File: src/rtl/spi_controller.sv
// CPU-visible SPI master (mode 0, MSB first) for the SD card and RTC.
// Bus writes commit on the phi2 falling edge seen in the clk domain; SCK comes from a clk divider.
module spi_controller #(
   parameter int FAST_HALF = 4,
   parameter int SLOW_HALF = 42
) (
   input  logic       clk,
   input  logic       reset_n,
   input  logic       phi2,
   input  logic       cs_n,
   input  logic       write_enable,
   input  logic       address,
   input  logic [7:0] data_in,
   output logic [7:0] data_out,
   output logic       spi_clk,
   output logic       spi_mosi,
   input  logic       spi_miso,
   output logic       spi_sdcard_cs,
   output logic       spi_rtc_cs
);
   localparam int CW = $clog2((SLOW_HALF > FAST_HALF) ? SLOW_HALF : FAST_HALF) + 1;

   typedef enum logic {IDLE, XFER} state_t;

   state_t        state_q, state_d;
   logic          phi2_q, cs_n_q, we_q, addr_q;
   logic [7:0]    din_q;
   logic [2:0]    ctrl_q, ctrl_d;
   logic [7:0]    rx_q, rx_d, shift_q, shift_d;
   logic [CW-1:0] cnt_q, cnt_d, half_m1;
   logic [3:0]    edge_q, edge_d;
   logic          slow_q, slow_d, sclk_q, sclk_d, mosi_q, mosi_d;
   logic          commit, tick, busy;

   assign busy    = (state_q == XFER);
   assign commit  = phi2_q & ~phi2 & ~cs_n_q & we_q;
   assign half_m1 = slow_q ? CW'(SLOW_HALF - 1) : CW'(FAST_HALF - 1);
   assign tick    = (cnt_q == half_m1);

   always_comb begin
      state_d = state_q;
      ctrl_d  = ctrl_q;
      rx_d    = rx_q;
      shift_d = shift_q;
      cnt_d   = cnt_q;
      edge_d  = edge_q;
      slow_d  = slow_q;
      sclk_d  = sclk_q;
      mosi_d  = mosi_q;
      case (state_q)
         IDLE: begin
            // Every commit while busy is dropped, so CTRL only moves here.
            if (commit) begin
               if (!addr_q) begin
                  shift_d = din_q;
                  mosi_d  = din_q[7];
                  cnt_d   = '0;
                  edge_d  = 4'd0;
                  slow_d  = ctrl_q[2];
                  state_d = XFER;
               end else begin
                  ctrl_d = din_q[2:0];
               end
            end
         end
         XFER: begin
            if (tick) begin
               cnt_d  = '0;
               edge_d = edge_q + 4'd1;
               if (edge_q == 4'd15) begin
                  sclk_d  = 1'b0;
                  rx_d    = shift_q;
                  mosi_d  = 1'b1;
                  state_d = IDLE;
               end else if (!sclk_q) begin
                  sclk_d  = 1'b1;
                  shift_d = {shift_q[6:0], spi_miso};
               end else begin
                  sclk_d = 1'b0;
                  mosi_d = shift_q[7];
               end
            end else begin
               cnt_d = cnt_q + CW'(1);
            end
         end
         default: state_d = IDLE;
      endcase
   end

   always_ff @(posedge clk or negedge reset_n) begin
      if (!reset_n) begin
         phi2_q  <= 1'b0;
         cs_n_q  <= 1'b1;
         we_q    <= 1'b0;
         addr_q  <= 1'b0;
         din_q   <= 8'h00;
         state_q <= IDLE;
         ctrl_q  <= 3'b000;
         rx_q    <= 8'h00;
         shift_q <= 8'h00;
         cnt_q   <= '0;
         edge_q  <= 4'd0;
         slow_q  <= 1'b0;
         sclk_q  <= 1'b0;
         mosi_q  <= 1'b1;
      end else begin
         phi2_q  <= phi2;
         cs_n_q  <= cs_n;
         we_q    <= write_enable;
         addr_q  <= address;
         din_q   <= data_in;
         state_q <= state_d;
         ctrl_q  <= ctrl_d;
         rx_q    <= rx_d;
         shift_q <= shift_d;
         cnt_q   <= cnt_d;
         edge_q  <= edge_d;
         slow_q  <= slow_d;
         sclk_q  <= sclk_d;
         mosi_q  <= mosi_d;
      end
   end

   always_comb begin
      data_out = 8'h00;
      if (!cs_n) data_out = address ? {busy, 4'b0000, ctrl_q} : rx_q;
   end

   assign spi_clk       = sclk_q;
   assign spi_mosi      = mosi_q;
   assign spi_sdcard_cs = ~ctrl_q[0];
   assign spi_rtc_cs    = ~(ctrl_q[1] & ~ctrl_q[0]);
endmodule
File: config.mk
export PLATFORM = sky130hd
export DESIGN_NAME = spi_controller
export DESIGN_NICKNAME = d
export VERILOG_FILES = /design/src/rtl/spi_controller.sv
export SDC_FILE = /design/constraint.sdc
export NUM_CORES = 1
export LEC_CHECK = 0
export CORE_MARGIN = 2
export CORE_UTILIZATION = 50
export DETAILED_ROUTE_END_ITERATION = 8
export GPL_TIMING_DRIVEN = 0
export PLACE_DENSITY = 0.83
export SETUP_SLACK_MARGIN = 0.2
export SYNTH_ARGS = -nofsm -noshare
export SYNTH_HDL_FRONTEND = slang
export SYNTH_SLANG_ARGS = --single-unit
File: constraint.sdc
create_clock -name clk -period 4 [get_ports clk]
set_input_delay 0.8 -clock clk [delete_from_list [all_inputs] [get_ports clk]]
set_output_delay 0.8 -clock clk [all_outputs]
set_load 0.01 [all_outputs]
==> results.md <==
Worst setup path:
- STA classifies the critical path startpoint as a primary input.
- For the worst setup path, the data required time is 3200 ps.
- The slowest stage of the critical path is the clkdlybuf4s50_1 cell.
- The critical path's largest stage delay is 530 ps.
- The critical path capture point type is an output pin.
- The number of buffers and inverters on the critical path is 3.
- The largest delay contributor family on the critical path is buffers and inverters.
- The critical path goes through clkdlybuf4s50_1, clkbuf_1, nor2_1, and2_1, clkdlybuf4s50_1.
- Among the stages of the critical path, the cell type that occurs most often is clkdlybuf4s50_1.
- Along the worst path, the maximum fanout reaches 5.
- The critical path class is in2out.
- The endpoint arrival time on the critical path is 2370 ps.

Global route:
- The initial antenna violation count is 0.
- Entering global routing, the biggest net connects 31 pins.
- The via count of the first global-routing pass is 1381.
- For this run the aggregate overflow at the end of global routing stands at 0.
- The global-route usage over all layers is 0.166.
- The first global-routing pass estimated 6.56 mm of wire.

Synth:
- The largest total area in the synthesized netlist belongs to dfrtp_1.
- In this run, synthesis produced a sequential element count of 46.
- The fraction of synthesis flops using an asynchronous set or reset pin is 1.00.
- The portion of synthesized cell area occupied by the leading cell type is 0.520.
- The distinct cell type count of the synthesized netlist is 45.
- The number of nets produced by synthesis is 189.
- The total standard cell area after synthesis is 2120 um2.
- Among all flip-flop cells after synthesis, the most frequent one is dfrtp_1.
- The number of flops mapped to enable cells by yosys is 0.
- Counting every instance in the synthesized netlist gives 172.
- The proportion of synthesized chip area in sequential cells is 0.545.
- The total of warnings raised by yosys is 0.
- Yosys attributes the largest share of cell area to dfrtp_1, mux2_2, dfstp_2.
- A synthesized cell averages 12.3 um2.

Floorplan:
- The initial core utilization is 0.525.
- The number of top-level pins is 27.
- In this run the vertical extent of the chip is 69.1 um.
- The floorplan step set the die width to 69.1 um.
- The core region is 4030 um2.
- The die covers 4770 um2.
- The number of placement rows is 23.

Clock network:
- The clock slew seen by the registers of the worst setup and hold paths is 90 ps.
- In this run the clock root is driven by a clkbuf_8.
- The tree built by TritonCTS fans out to 46 sinks.
- Hold repair after CTS inserted 0 buffers.
- The clock tree from TritonCTS is built.
- The clock reaches the later pin of the worst-skew pair after 290 ps.
- The H-tree depth is 2.
- In this run, CTS created clock tree buffers numbering 5.
- The post-CTS setup buffer count is 0.
- Once the clock tree was built, the resizer swapped 0 gates to a different size.
- The worst-case clock buffer depth is 2.

Layout:
- The non-filler instance count after layout is 257.
- Leaving out fill and tap cells, the most frequent cell in the layout is dfrtp_1.
- The synthesis-to-layout area growth is 20.3%.
- The number of nets in the layout is 223.
- In the layout the commonest cells are dfrtp_1, mux2_2, clkdlybuf4s50_1, nand2_1, nor2_1.
- 0 antenna diodes ended up in the layout.
- Fill cells in the final layout number 342.
- Of the cells placed in the final design, the portion with a size suffix greater than 1 is 0.266.

Detailed routing:
- The wire length per cell after detailed routing is 14.5 um.
- The detailed router finished its first iteration with 76 violations.
- The wire length after detailed routing is 3.73 mm.
- The via total after detailed routing is 1422.
- The first detailed-routing pass took 4 iterations.
- In the routed layout, each cell is associated on average with a via count of 5.53.
- The remaining number of nets flagged by the antenna check after routing is 0.
- The DRC violation count after routing is 0.

Power and ir drop:
- In this run the power density over the cells is 313 nW/um2.
- The leakage power summed over all cells is 1.16 nW.
- IR analysis of the VDD net gives a maximum drop of 236 uV.

Timing:
- The worst clock skew is 9.09 ps.
- The relative slew slack is 0.520.
- The count of final max-slew check failures is 0.
- The number of endpoints failing setup at the final stage is 0.
- After routing, the total negative slack on setup checks comes to 0 ps.
- The post-route fraction of the period consumed by the critical path is 0.793.
- Setup repair after global routing left no endpoint under its margin.
- The final hold violation count is 0.
- The clock period minus final worst setup slack is 3170 ps.
- The peak clock frequency supported by timing is 315 MHz.
- The actual slew at the worst max-slew pin is 714 ps.

Placed design:
- The number of input and output port buffers inserted is 26.
- Routability-driven placement finished with a final weighted congestion of 0.804.
- In this run, placement finished with an instance count of 249.
- After legalization and detailed placement, the total HPWL measured 2.68 mm.

Run status:
- The run finished with clean final reports.

Worst hold path:
- The path class of the tightest hold or removal check is in2async.

Flow run:
- The number of maximum-capacitance constraint violations is 0.
[per-layer routing]
layer / share of wire / wire [um] / up-vias / global-route usage
met4: 0.0019 / 7 / 0 / 0.0327
met3: 0.038 / 143 / 2 / 0.0424
li1: - / - / 680 / -
met1: 0.46 / 1730 / 714 / 0.224
met2: 0.49 / 1840 / 26 / 0.275
met5: 0 / 0 / - / 0
[power by group]
group,leakage [nW],switching (mW),internal (mW)
Clock,0.0482,0.147,0.140
Combinational,0.546,0.0163,0.0187
Sequential,0.569,0.00348,0.471
[worst register-to-register path, cell delays in order (launching register included)]
cell and delay (ps):
dfrtp_1 420, ha_1 250, and3_1 180, or3_1 370
o21ai_4 300, mux2_2 380
[flip-flops by register name, indices dropped and copies added (netlist names)]
register / cells
din_q: 8
rx_q: 8
shift_q: 8
cnt_q: 7
edge_q: 4
ctrl_q: 3
addr_q: 1
busy: 1
cs_n_q: 1
phi2_q: 1
slow_q: 1
spi_clk: 1
spi_mosi: 1
we_q: 1
[kinds of logic after synthesis]
| logic type | after synthesis | synth area share |
|---|---|---|
| adders and majority gates | 2 | 0.0118 |
| and+or+nand+nor | 54 | 0.159 |
| xor gates and xnor gates | 2 | 0.00828 |
| AOI/OAI and AO/OA | 23 | 0.0798 |
| buffers and inverters | 14 | 0.0337 |
| DFF | 46 | 0.545 |
| muxes | 31 | 0.163 |
[through the flow]
step / instance area, um2 / hold slack (ps) / total power, mW / util / worst slack (ps)
2_1_floorplan: 2120 / 446 / 0.490 / - / 1850
3_3_place_gp: 2440 / 464 / 0.518 / 0.606 / 787
3_5_place_dp: 2450 / 474 / 0.520 / 0.609 / 789
4_1_cts: 2550 / 430 / 0.806 / 0.632 / 777
5_1_grt: 2550 / 456 / 0.832 / 0.632 / 725
6_report: 2550 / 424 / 0.797 / 0.632 / 828
[cell usage after synthesis (all sizes together), types with 3 or more instances]
cell / count
clkbuf: 4
or3: 3
dfrtp: 44
nor2: 11
nand2: 11
nand4: 3
and2: 4
inv: 7
a21oi: 4
buf: 3
mux2i: 4
mux2: 27
nand3: 6
o21ai: 8
[worst paths after layout]
path                                        from                      to  slack (ps)  cells past startpoint
max                                      address             data_out[3]         830                      5
min                                      reset_n    cnt_q[4]$_DFFE_PN0P_         420                      1
max reg2reg                edge_q[0]$_DFFE_PN0P_  shift_q[3]$_DFFE_PN0P_        1990                      5
min reg2reg                   din_q[0]$_DFF_PN0_   ctrl_q[0]$_DFFE_PN0P_         490                      2
max in group asynchronous                reset_n        cs_n_q$_DFF_PN1_        3020                      2
min in group clk              din_q[0]$_DFF_PN0_   ctrl_q[0]$_DFFE_PN0P_         490                      2
[layout make-up]
cell class | instances | area, um2 | area share
Tap cell | 50 | 62.6 | 0.0246
Timing Repair Buffer | 27 | 275 | 0.108
Buffer | 7 | 45.0 | 0.0177
Inverter | 7 | 26.3 | 0.0103
Clock buffer | 7 | 86.3 | 0.0339
Multi-Input combinational cell | 112 | 892 | 0.350
Clock inverter | 1 | 5.00 | 0.00197
Sequential cell | 46 | 1150 | 0.453
(Power assumes the default switching activity.)
